[config.mk]
export PLATFORM = sky130hd
export DESIGN_NAME = uart_frame_parser
export DESIGN_NICKNAME = d
export VERILOG_FILES = /design/src/rtl/uart_frame_parser.sv
export SDC_FILE = /design/constraint.sdc
export NUM_CORES = 2
export LEC_CHECK = 0
export CORE_MARGIN = 5
export CORE_UTILIZATION = 50
export CTS_CLUSTER_SIZE = 30
export DETAILED_ROUTE_END_ITERATION = 8
export PLACE_DENSITY = 0.84
export SYNTH_ARGS = -nofsm -noshare
export SYNTH_HDL_FRONTEND = slang
export SYNTH_SLANG_ARGS = --single-unit
[constraint.sdc]
create_clock -name clock -period 56.2 [get_ports clock]
set_input_delay 8.43 -clock clock [delete_from_list [all_inputs] [get_ports clock]]
set_output_delay 8.43 -clock clock [all_outputs]
set_load 0.1 [all_outputs]
[src/rtl/uart_frame_parser.sv]
// uart_frame_parser: host-link framer for the miner.
// Receive side decodes checksummed command frames into work/target loads and
// loop-test requests. Transmit side serialises checksum NACKs, loop acks and
// found-nonce events into checksummed response frames.
// Found-nonce events are gathered from CHANNELS cores through a round-robin
// arbiter and a small FIFO.
module uart_frame_parser #(
    parameter int WORK_BYTES   = 80,
    parameter int TARGET_BYTES = 4,
    parameter int NONCE_BYTES  = 4,
    parameter int CHANNELS     = 4,
    parameter int FIFO_DEPTH   = 4
) (
    input  logic                              clock,
    input  logic                              reset,
    input  logic [7:0]                        rx_data,
    input  logic                              new_rx_data,
    output logic [7:0]                        tx_data,
    output logic                              new_tx_data,
    input  logic                              tx_busy,
    output logic                              valid,
    output logic [8*WORK_BYTES-1:0]           work,
    output logic [8*TARGET_BYTES-1:0]         target,
    input  logic [CHANNELS-1:0]               found,
    input  logic [CHANNELS*8*NONCE_BYTES-1:0] nonce,
    output logic [7:0]                        drop_count
);
    localparam int NONCE_W   = 8 * NONCE_BYTES;
    localparam int STAGE_W   = 8 * (WORK_BYTES + TARGET_BYTES);
    localparam int CW        = (CHANNELS > 1) ? $clog2(CHANNELS) : 1;
    localparam int AW        = $clog2(FIFO_DEPTH);
    localparam int ENTRY_W   = 8 + NONCE_W;
    localparam int PAY_BYTES = NONCE_BYTES + 1;
    localparam int PAY_W     = 8 * PAY_BYTES;
    localparam logic [7:0] WORK_LEN  = 8'(WORK_BYTES + TARGET_BYTES);
    localparam logic [7:0] FOUND_LEN = 8'(PAY_BYTES);
    localparam logic [AW:0] FIFO_FULL_CNT = (AW + 1)'(FIFO_DEPTH);

    // XOR of all payload bytes; unused upper bytes are zero and drop out.
    function automatic logic [7:0] xor_bytes(input logic [PAY_W-1:0] data);
        logic [7:0] acc;
        acc = 8'h00;
        for (int i = 0; i < PAY_BYTES; i++) begin
            acc = acc ^ data[8*i +: 8];
        end
        return acc;
    endfunction

    typedef enum logic [2:0] {RX_IDLE, RX_CMD, RX_LEN, RX_DATA, RX_CHK} rx_state_t;
    typedef enum logic [2:0] {TX_IDLE, TX_HDR, TX_CMD, TX_LEN, TX_DATA, TX_CHK} tx_state_t;

    rx_state_t                 rx_state_r, rx_next_s;
    logic [7:0]                rx_cmd_r, rx_len_r, rx_cnt_r, rx_chk_r;
    logic [STAGE_W-1:0]        stage_r;
    logic                      load_s, loop_set_s, nack_set_s;
    logic                      valid_r;
    logic [8*WORK_BYTES-1:0]   work_r;
    logic [8*TARGET_BYTES-1:0] target_r;

    logic                      nack_pend_r, loop_pend_r;
    logic [7:0]                nack_cmd_r, loop_data_r;

    logic [CHANNELS-1:0]       pending_r, grant_hit_s, drop_vec_s;
    logic [NONCE_W-1:0]        nonce_r [CHANNELS];
    logic [CW-1:0]             last_r, grant_idx_s;
    logic                      grant_valid_s;
    logic [8:0]                drop_num_s;
    logic [9:0]                drop_sum_s;
    logic [7:0]                drop_count_r, drop_next_s;

    logic [ENTRY_W-1:0]        fifo_mem_r [FIFO_DEPTH];
    logic [AW-1:0]             wr_ptr_r, rd_ptr_r;
    logic [AW:0]               count_r;
    logic                      fifo_full_s, fifo_empty_s, fifo_pop_s;
    logic [ENTRY_W-1:0]        fifo_head_s;

    tx_state_t                 tx_state_r, tx_next_s;
    logic [7:0]                tx_cmd_r, tx_len_r, tx_chk_r, tx_idx_r;
    logic [PAY_W-1:0]          tx_pay_r, frame_pay_s;
    logic [7:0]                frame_cmd_s, frame_len_s, byte_s, pay_byte_s;
    logic                      take_nack_s, take_loop_s, load_frame_s, issue_s, idx_inc_s;
    logic                      busy_d_r, busy_fall_s;
    logic [7:0]                tx_data_r;
    logic                      new_tx_data_r;

    assign valid       = valid_r;
    assign work        = work_r;
    assign target      = target_r;
    assign drop_count  = drop_count_r;
    assign tx_data     = tx_data_r;
    assign new_tx_data = new_tx_data_r;

    // Rx frame decode: next state and end-of-frame actions.
    always_comb begin
        rx_next_s  = rx_state_r;
        load_s     = 1'b0;
        loop_set_s = 1'b0;
        nack_set_s = 1'b0;
        if (new_rx_data) begin
            case (rx_state_r)
                RX_IDLE: rx_next_s = (rx_data == 8'hAA) ? RX_CMD : RX_IDLE;
                RX_CMD:  rx_next_s = (rx_data == 8'h00 || rx_data == 8'h01) ? RX_LEN : RX_IDLE;
                RX_LEN: begin
                    if ((rx_cmd_r == 8'h00 && rx_data == WORK_LEN) ||
                        (rx_cmd_r == 8'h01 && rx_data == 8'h01)) begin
                        rx_next_s = RX_DATA;
                    end else begin
                        rx_next_s = RX_IDLE;
                    end
                end
                RX_DATA: rx_next_s = (rx_cnt_r == rx_len_r - 8'd1) ? RX_CHK : RX_DATA;
                RX_CHK: begin
                    rx_next_s = RX_IDLE;
                    if (rx_chk_r == rx_data) begin
                        load_s     = (rx_cmd_r == 8'h00);
                        loop_set_s = (rx_cmd_r != 8'h00);
                    end else begin
                        nack_set_s = 1'b1;
                    end
                end
                default: rx_next_s = RX_IDLE;
            endcase
        end else begin
            rx_next_s = rx_state_r;
        end
    end

    // Rx state, running checksum, byte counter and staging shift register.
    always_ff @(posedge clock or posedge reset) begin
        if (reset) begin
            rx_state_r <= RX_IDLE;
            rx_cmd_r   <= 8'h00;
            rx_len_r   <= 8'h00;
            rx_cnt_r   <= 8'h00;
            rx_chk_r   <= 8'h00;
            stage_r    <= '0;
            valid_r    <= 1'b0;
            work_r     <= '0;
            target_r   <= '0;
        end else begin
            rx_state_r <= rx_next_s;
            valid_r    <= load_s;
            if (load_s) begin
                work_r   <= stage_r[8*WORK_BYTES-1:0];
                target_r <= stage_r[STAGE_W-1 -: 8*TARGET_BYTES];
            end
            if (new_rx_data) begin
                case (rx_state_r)
                    RX_CMD: begin
                        rx_cmd_r <= rx_data;
                        rx_chk_r <= rx_data;
                    end
                    RX_LEN: begin
                        rx_len_r <= rx_data;
                        rx_chk_r <= rx_chk_r ^ rx_data;
                        rx_cnt_r <= 8'h00;
                    end
                    // Bytes enter at the top, so byte 0 ends at the bottom.
                    RX_DATA: begin
                        stage_r  <= {rx_data, stage_r[STAGE_W-1:8]};
                        rx_chk_r <= rx_chk_r ^ rx_data;
                        rx_cnt_r <= rx_cnt_r + 8'd1;
                    end
                    default: ;
                endcase
            end
        end
    end

    // Response requests; a fresh request wins over a same-cycle take.
    always_ff @(posedge clock or posedge reset) begin
        if (reset) begin
            nack_pend_r <= 1'b0;
            nack_cmd_r  <= 8'h00;
            loop_pend_r <= 1'b0;
            loop_data_r <= 8'h00;
        end else begin
            if (take_nack_s) nack_pend_r <= 1'b0;
            if (nack_set_s) begin
                nack_pend_r <= 1'b1;
                nack_cmd_r  <= rx_cmd_r;
            end
            if (take_loop_s) loop_pend_r <= 1'b0;
            if (loop_set_s) begin
                loop_pend_r <= 1'b1;
                loop_data_r <= stage_r[STAGE_W-1 -: 8] + 8'd1;
            end
        end
    end

    // Round-robin arbiter: lowest offset after the last grant wins.
    always_comb begin
        int j;
        grant_valid_s = 1'b0;
        grant_idx_s   = '0;
        grant_hit_s   = '0;
        for (int i = CHANNELS - 1; i >= 0; i--) begin
            j = int'(last_r) + 1 + i;
            if (j >= CHANNELS) j = j - CHANNELS;
            if (pending_r[j]) begin
                grant_valid_s = 1'b1;
                grant_idx_s   = CW'(j);
            end
        end
        grant_valid_s = grant_valid_s & ~fifo_full_s;
        if (grant_valid_s) begin
            grant_hit_s[grant_idx_s] = 1'b1;
        end else begin
            grant_hit_s = '0;
        end
    end

    // Dropped events: found on a channel still pending and not granted now.
    always_comb begin
        drop_vec_s = found & pending_r & ~grant_hit_s;
        drop_num_s = 9'd0;
        for (int c = 0; c < CHANNELS; c++) begin
            drop_num_s = drop_num_s + {8'd0, drop_vec_s[c]};
        end
        drop_sum_s = {2'b00, drop_count_r} + {1'b0, drop_num_s};
        if (drop_sum_s > 10'd255) begin
            drop_next_s = 8'hFF;
        end else begin
            drop_next_s = drop_sum_s[7:0];
        end
    end

    // Per-channel pending flags, nonce latches, drop counter and grant pointer.
    always_ff @(posedge clock or posedge reset) begin
        if (reset) begin
            pending_r    <= '0;
            drop_count_r <= 8'h00;
            last_r       <= CW'(CHANNELS - 1);
            for (int c = 0; c < CHANNELS; c++) nonce_r[c] <= '0;
        end else begin
            drop_count_r <= drop_next_s;
            if (grant_valid_s) last_r <= grant_idx_s;
            for (int c = 0; c < CHANNELS; c++) begin
                if (found[c] && !drop_vec_s[c]) begin
                    pending_r[c] <= 1'b1;
                    nonce_r[c]   <= nonce[c*NONCE_W +: NONCE_W];
                end else if (grant_hit_s[c]) begin
                    pending_r[c] <= 1'b0;
                end
            end
        end
    end

    assign fifo_full_s  = (count_r == FIFO_FULL_CNT);
    assign fifo_empty_s = (count_r == '0);
    assign fifo_head_s  = fifo_mem_r[rd_ptr_r];

    // Found-event FIFO; the arbiter never pushes when full.
    always_ff @(posedge clock or posedge reset) begin
        if (reset) begin
            wr_ptr_r <= '0;
            rd_ptr_r <= '0;
            count_r  <= '0;
            for (int k = 0; k < FIFO_DEPTH; k++) fifo_mem_r[k] <= '0;
        end else begin
            if (grant_valid_s) begin
                fifo_mem_r[wr_ptr_r] <= {8'(grant_idx_s), nonce_r[grant_idx_s]};
                wr_ptr_r             <= wr_ptr_r + 1'b1;
            end
            if (fifo_pop_s) rd_ptr_r <= rd_ptr_r + 1'b1;
            case ({grant_valid_s, fifo_pop_s})
                2'b10:   count_r <= count_r + 1'b1;
                2'b01:   count_r <= count_r - 1'b1;
                default: count_r <= count_r;
            endcase
        end
    end

    assign busy_fall_s = busy_d_r & ~tx_busy;

    // Current payload byte, selected without a variable part-select.
    always_comb begin
        pay_byte_s = 8'h00;
        for (int b = 0; b < PAY_BYTES; b++) begin
            pay_byte_s = pay_byte_s | (tx_pay_r[8*b +: 8] & {8{tx_idx_r == 8'(b)}});
        end
    end

    // Tx frame sequencing; a frame is only committed while the transmitter is idle.
    always_comb begin
        tx_next_s    = tx_state_r;
        take_nack_s  = 1'b0;
        take_loop_s  = 1'b0;
        fifo_pop_s   = 1'b0;
        load_frame_s = 1'b0;
        frame_cmd_s  = 8'h00;
        frame_len_s  = 8'h00;
        frame_pay_s  = '0;
        issue_s      = 1'b0;
        idx_inc_s    = 1'b0;
        byte_s       = 8'h00;
        case (tx_state_r)
            TX_IDLE: begin
                if (tx_busy) begin
                    tx_next_s = TX_IDLE;
                end else if (nack_pend_r) begin
                    take_nack_s  = 1'b1;
                    load_frame_s = 1'b1;
                    frame_cmd_s  = 8'h7F;
                    frame_len_s  = 8'h01;
                    frame_pay_s  = PAY_W'(nack_cmd_r);
                    tx_next_s    = TX_HDR;
                end else if (loop_pend_r) begin
                    take_loop_s  = 1'b1;
                    load_frame_s = 1'b1;
                    frame_cmd_s  = 8'h01;
                    frame_len_s  = 8'h01;
                    frame_pay_s  = PAY_W'(loop_data_r);
                    tx_next_s    = TX_HDR;
                end else if (!fifo_empty_s) begin
                    fifo_pop_s   = 1'b1;
                    load_frame_s = 1'b1;
                    frame_cmd_s  = 8'h00;
                    frame_len_s  = FOUND_LEN;
                    frame_pay_s  = {fifo_head_s[NONCE_W-1:0], fifo_head_s[ENTRY_W-1 -: 8]};
                    tx_next_s    = TX_HDR;
                end else begin
                    tx_next_s = TX_IDLE;
                end
            end
            TX_HDR: begin
                if (!tx_busy) begin
                    issue_s   = 1'b1;
                    byte_s    = 8'h55;
                    tx_next_s = TX_CMD;
                end else begin
                    tx_next_s = TX_HDR;
                end
            end
            TX_CMD: begin
                if (busy_fall_s) begin
                    issue_s   = 1'b1;
                    byte_s    = tx_cmd_r;
                    tx_next_s = TX_LEN;
                end else begin
                    tx_next_s = TX_CMD;
                end
            end
            TX_LEN: begin
                if (busy_fall_s) begin
                    issue_s   = 1'b1;
                    byte_s    = tx_len_r;
                    tx_next_s = TX_DATA;
                end else begin
                    tx_next_s = TX_LEN;
                end
            end
            TX_DATA: begin
                if (busy_fall_s) begin
                    issue_s   = 1'b1;
                    idx_inc_s = 1'b1;
                    byte_s    = pay_byte_s;
                    tx_next_s = (tx_idx_r == tx_len_r - 8'd1) ? TX_CHK : TX_DATA;
                end else begin
                    tx_next_s = TX_DATA;
                end
            end
            TX_CHK: begin
                if (busy_fall_s) begin
                    issue_s   = 1'b1;
                    byte_s    = tx_chk_r;
                    tx_next_s = TX_IDLE;
                end else begin
                    tx_next_s = TX_CHK;
                end
            end
            default: tx_next_s = TX_IDLE;
        endcase
    end

    // Tx state, held frame contents and registered byte strobe.
    always_ff @(posedge clock or posedge reset) begin
        if (reset) begin
            tx_state_r    <= TX_IDLE;
            tx_cmd_r      <= 8'h00;
            tx_len_r      <= 8'h00;
            tx_chk_r      <= 8'h00;
            tx_idx_r      <= 8'h00;
            tx_pay_r      <= '0;
            busy_d_r      <= 1'b0;
            tx_data_r     <= 8'h00;
            new_tx_data_r <= 1'b0;
        end else begin
            tx_state_r    <= tx_next_s;
            busy_d_r      <= tx_busy;
            new_tx_data_r <= issue_s;
            tx_data_r     <= byte_s;
            if (load_frame_s) begin
                tx_cmd_r <= frame_cmd_s;
                tx_len_r <= frame_len_s;
                tx_pay_r <= frame_pay_s;
                tx_chk_r <= frame_cmd_s ^ frame_len_s ^ xor_bytes(frame_pay_s);
                tx_idx_r <= 8'h00;
            end else if (idx_inc_s) begin
                tx_idx_r <= tx_idx_r + 8'd1;
            end
        end
    end
endmodule

==> impl_results.html <==
<table>
<tr><th>Metric</th><th>Value</th></tr>
<tr><th colspan="2">Worst setup path</th></tr>
<tr><td>Reg2reg path depth</td><td>8</td></tr>
<tr><td>Critical Path Fanout Max</td><td>183</td></tr>
<tr><td>Kind of launch point of the worst setup path</td><td>input pin</td></tr>
<tr><td>R2r endpoint</td><td>stage_r[415]</td></tr>
<tr><td>Required time at the worst-slack endpoint</td><td>approximately 57 ns</td></tr>
<tr><td>Critical Path Sink Type</td><td>flop</td></tr>
<tr><td>Internal reg-to-reg setup slack</td><td>~51 ns</td></tr>
<tr><td>Path type of the worst setup path</td><td>input pin to flop</td></tr>
<tr><td>Crit Reg-Reg Startpoint</td><td>rx_state_r[2]</td></tr>
<tr><td>Setup crit start</td><td>new_rx_data</td></tr>
<tr><td>Data arrival, critical path</td><td>approximately 14 ns</td></tr>
<tr><th colspan="2">STA</th></tr>
<tr><td>Final setup violation count</td><td>0</td></tr>
<tr><td>Final hold slack</td><td>approximately 0.48 ns</td></tr>
<tr><td>Transition at the pin with the smallest max-transition slack</td><td>1.25 ns</td></tr>
<tr><td>RSZ-0062 raised after global routing</td><td>no</td></tr>
<tr><td>Final critical-path setup slack</td><td>between 40 and 50 ns</td></tr>
<tr><td>Summed negative setup slack over all endpoints</td><td>0 ns</td></tr>
<tr><td>Number of max-slew violations in the final report</td><td>0</td></tr>
<tr><td>Max-Slew Margin vs Limit</td><td>0.170</td></tr>
<tr><td>Post-route clock period utilization</td><td>0.232</td></tr>
<tr><td>Count of final hold-check violations</td><td>0</td></tr>
<tr><td>Fin crit period</td><td>roughly 13 ns</td></tr>
<tr><td>Post-route clock skew</td><td>about 0.052 ns</td></tr>
<tr><td>Top achievable clock speed</td><td>76.7 MHz</td></tr>
<tr><th colspan="2">Yosys</th></tr>
<tr><td>Proportion of synthesized chip area in sequential cells</td><td>0.640</td></tr>
<tr><td>Avg Cell Area, Syn</td><td>between 10 and 15 sq um</td></tr>
<tr><td>Synth Warn #</td><td>0</td></tr>
<tr><td>Leading register cell type out of synthesis</td><td>dfrtp_1</td></tr>
<tr><td>Number of distinct library cells after synthesis</td><td>60</td></tr>
<tr><td>Flop and latch count out of synthesis</td><td>around 1,800</td></tr>
<tr><td>Cells after synthesis</td><td>~5,800</td></tr>
<tr><td>Post-synthesis instance area</td><td>0.0687 sq mm</td></tr>
<tr><td>Post-synth EDFFs</td><td>0</td></tr>
<tr><td>Net Count, Synth</td><td>between 5,000 and 6,000</td></tr>
<tr><td>Proportion of synthesized flip-flops having asynchronous set or reset</td><td>1.00</td></tr>
<tr><th colspan="2">Power and ir drop</th></tr>
<tr><td>Power density over the cells</td><td>slightly above 40 mW/mm^2</td></tr>
<tr><td>Max IR drop VDD</td><td>about 56 uV</td></tr>
<tr><td>Total leakage power</td><td>between 40 and 50 nW</td></tr>
<tr><th colspan="2">Place</th></tr>
<tr><td>Worst-case setup slack after placement</td><td>42.37 ns</td></tr>
<tr><td>DP Wirelength</td><td>roughly 120,000 um</td></tr>
<tr><td>Port Buffer Count</td><td>~830</td></tr>
<tr><td>Placed standard-cell area</td><td>around 0.08 sq mm</td></tr>
<tr><td>Global placer's final weighted congestion</td><td>around 0.89</td></tr>
<tr><th colspan="2">Die</th></tr>
<tr><td>Die X</td><td>~380 um</td></tr>
<tr><td>Area of the die</td><td>between 0.1 and 0.15 sq mm</td></tr>
<tr><td>Num ports</td><td>around 830</td></tr>
<tr><td>Die extent in y</td><td>about 380 um</td></tr>
<tr><td>Std cell rows</td><td>between 100 and 150</td></tr>
<tr><td>Starting Density</td><td>0.501</td></tr>
<tr><td>CORE AREA</td><td>approximately 0.14 sq mm</td></tr>
<tr><th colspan="2">Clocking</th></tr>
<tr><td>Sinks on the clock net</td><td>approximately 1,800</td></tr>
<tr><td>Count of hold-fix buffers inserted at cts</td><td>0</td></tr>
<tr><td>Number of buffers added by the clock tree synthesis step</td><td>~170</td></tr>
<tr><td>CTS resizes</td><td>0</td></tr>
<tr><td>Clock-pin slew on the worst setup and hold paths</td><td>around 0.060 ns</td></tr>
<tr><td>Clock Tree Buf Depth</td><td>3</td></tr>
<tr><td>Post-CTS setup-driven buffer insertion count</td><td>0</td></tr>
<tr><td>H-tree depth</td><td>4</td></tr>
<tr><td>Skew-Pair Late Insertion Delay</td><td>about 0.82 ns</td></tr>
<tr><td>TritonCTS clock tree</td><td>done</td></tr>
<tr><td>Clock Root Buffer</td><td>clkbuf_16</td></tr>
<tr><th colspan="2">Cells and area</th></tr>
<tr><td>Area growth from synthesis to layout</td><td>22.6%</td></tr>
<tr><td>Fraction of final layout cells with drive strength greater than 1</td><td>0.195</td></tr>
<tr><td>Final instance area</td><td>around 0.084 sq mm</td></tr>
<tr><td>Nets</td><td>about 6,700</td></tr>
<tr><td>Multi-input logic area</td><td>roughly 0.023 sq mm</td></tr>
<tr><td>Number of inserted filler cells in the final layout</td><td>10,038</td></tr>
<tr><td>Total area of sequential cells</td><td>between 0.04 and 0.05 sq mm</td></tr>
<tr><th colspan="2">Global route</th></tr>
<tr><td>Antenna violations before repair</td><td>21</td></tr>
<tr><td>Global-route wire length before repair</td><td>about 280,000 um</td></tr>
<tr><td>Via count of the first global-routing pass</td><td>about 48,000</td></tr>
<tr><td>Congestion Overflow GR</td><td>0</td></tr>
<tr><td>Pin count of the biggest net entering global routing</td><td>about 220</td></tr>
<tr><td>Total global routing track utilization</td><td>0.249</td></tr>
<tr><th colspan="2">Detailed routing</th></tr>
<tr><td>Vias/cell</td><td>5.50</td></tr>
<tr><td>Iteration-0 DRC count of the detailed router</td><td>between 3,000 and 4,000</td></tr>
<tr><td>First-pass detailed-route iteration total</td><td>6</td></tr>
<tr><td>Detailed-route via count</td><td>~47,000</td></tr>
<tr><td>Post-detailed-route DRC marker count</td><td>0</td></tr>
<tr><td>Final routed wire length divided by cell count</td><td>around 22 um</td></tr>
<tr><td>Final antenna-violating net count</td><td>0</td></tr>
<tr><td>WL final</td><td>roughly 180,000 um</td></tr>
<tr><th colspan="2">Min path</th></tr>
<tr><td>Worst hold endpoint</td><td>stage_r[4]</td></tr>
<tr><td>Worst hold path depth</td><td>2</td></tr>
<tr><td>Class of the worst hold path</td><td>flop to flop</td></tr>
<tr><td>Hold Path Origin</td><td>stage_r[4]</td></tr>
<tr><th colspan="2">Job</th></tr>
<tr><td>Maxcap violations</td><td>0</td></tr>
<tr><th colspan="2">Outcome</th></tr>
<tr><td>Status</td><td>finished clean</td></tr>
</table>
==> cells by family (layout without fill, tap and decap cells) <==
group | after synthesis | after routing | synth area share
AOI/OAI and AO/OA | 230 | 230 | 0.0222
adders and majority gates | 19 | 19 | 0.00390
buffers and inverters | 343 | 1214 | 0.0206
other | 0 | 11 | 0
muxes | 989 | 989 | 0.168
and+or+nand+nor | 2422 | 2422 | 0.137
xor gates and xnor gates | 66 | 66 | 0.00842
DFF | 1756 | 1756 | 0.640
==> Yosys cell counts (all sizes together) (7+ instances only) <==
cell type,n,share of area
a21oi,39,0.0028
a22o,40,0.0051
a22oi,20,0.0022
a31oi,43,0.0039
and3,45,0.0041
buf,106,0.0076
clkbuf,209,0.011
dfrtp,1754,0.64
ha,15,0.0027
inv,28,0.0015
mux2,951,0.16
mux4,34,0.011
nand2,2243,0.12
nand2b,12,0.0011
nand3,22,0.0016
nand4,11,0.0010
nor2,44,0.0024
nor2b,8,0.00073
nor3,10,0.00073
nor4,7,0.00073
o21ai,54,0.0039
xnor2,29,0.0037
xor2,37,0.0047
==> worst max-delay path by stage <==
stage                   endpoint  cells past startpoint  slack (ns)
floorplan               busy_d_r                      1       23.42
global placement    stage_r[464]                      7       42.46
CTS                 stage_r[465]                      7       43.26
global route        stage_r[465]                      7       42.52
detailed placement  stage_r[464]                      7       42.37
finish              stage_r[415]                      9       43.17
==> stage by stage <==
stage	total power [mW]	cells	util
finish	3.39	8501	0.615
global route	3.54	8499	0.615
CTS	3.40	8490	0.614
detailed placement	2.24	8188	0.573
global placement	2.20	8188	0.573
floorplan	2.04	5825	-
==> power breakdown <==
| part | total (mW) | internal, mW | switching, mW |
|---|---|---|---|
| clock network | 1.16 | 0.667 | 0.489 |
| logic | 0.759 | 0.327 | 0.432 |
| registers | 1.48 | 1.40 | 0.0775 |
| total | 3.39 | 2.39 | 0.998 |
==> metal layers <==
layer,track usage,vias up,wire [um],part of all wire
li1,-,20654,-,-
met1,0.324,23904,72900,0.40
met2,0.387,1794,84300,0.46
met3,0.0736,407,15400,0.084
met4,0.118,18,10100,0.055
met5,0,-,127,0.00069
==> registers in the layout (all words and copies together), names as in the netlist, 3 cells and up <==
signal	flops
count_r	3
drop_count	8
fifo_mem_r	136
loop_data_r	8
nack_cmd_r	8
nonce_r	128
pending_r	4
rx_chk_r	8
rx_cmd_r	8
rx_cnt_r	8
rx_len_r	8
rx_state_r	3
stage_r	672
target	32
tx_chk_r	8
tx_data	8
tx_idx_r	8
tx_pay_r	40
tx_state_r	3
work	640
==> area by class of cell <==
type | instances | share of cell area
timing repair buffer | 884 | 0.105
inverter | 28 | 0.00129
sequential | 1756 | 0.522
clock buffer | 247 | 0.0578
multi-input combinational | 3726 | 0.278
clock inverter | 55 | 0.00929
antenna | 11 | 0.000327
tap | 1794 | 0.0267
==> critical path: stages <==
cell and delay, ns:
clkdlybuf4s50_1 0.57, nor2b_1 0.42, nand2_1 0.36, nor2_4 0.86, buf_12 0.65, buf_4 0.90
buf_4 0.98, nand2_1 0.18, nand2_1 0.13
==> cell usage in the layout, fill, tap and decap left out, types with 4 or more instances in the layout <==
cell	netlist	layout
or3_1	5	5
mux2_1	6	6
mux2_2	945	945
dfrtp_1	1754	1753
clkbuf_8	0	30
xnor2_1	29	29
clkinv_2	0	26
inv_1	28	27
o21a_1	4	4
buf_4	0	42
ha_1	15	15
and3_1	45	45
diode_2	0	11
xor2_1	37	37
buf_12	0	10
o21ai_0	51	51
nor4_1	6	5
clkdlybuf4s50_1	0	832
a21o_1	5	5
nand2b_1	12	12
a21oi_1	39	39
nor3_1	10	9
mux4_2	34	34
nor2_1	44	43
mux2i_1	4	4
bufinv_16	0	14
clkbuf_16	0	171
a31oi_1	43	43
nor2b_1	8	8
o211ai_1	4	4
nand4_1	11	11
nand3_1	22	21
fa_1	4	4
clkinv_8	0	5
a22oi_1	20	20
nand2_1	2243	2241
clkbuf_1	208	46
a22o_1	40	40
Power figures use the tool's default switching activity.
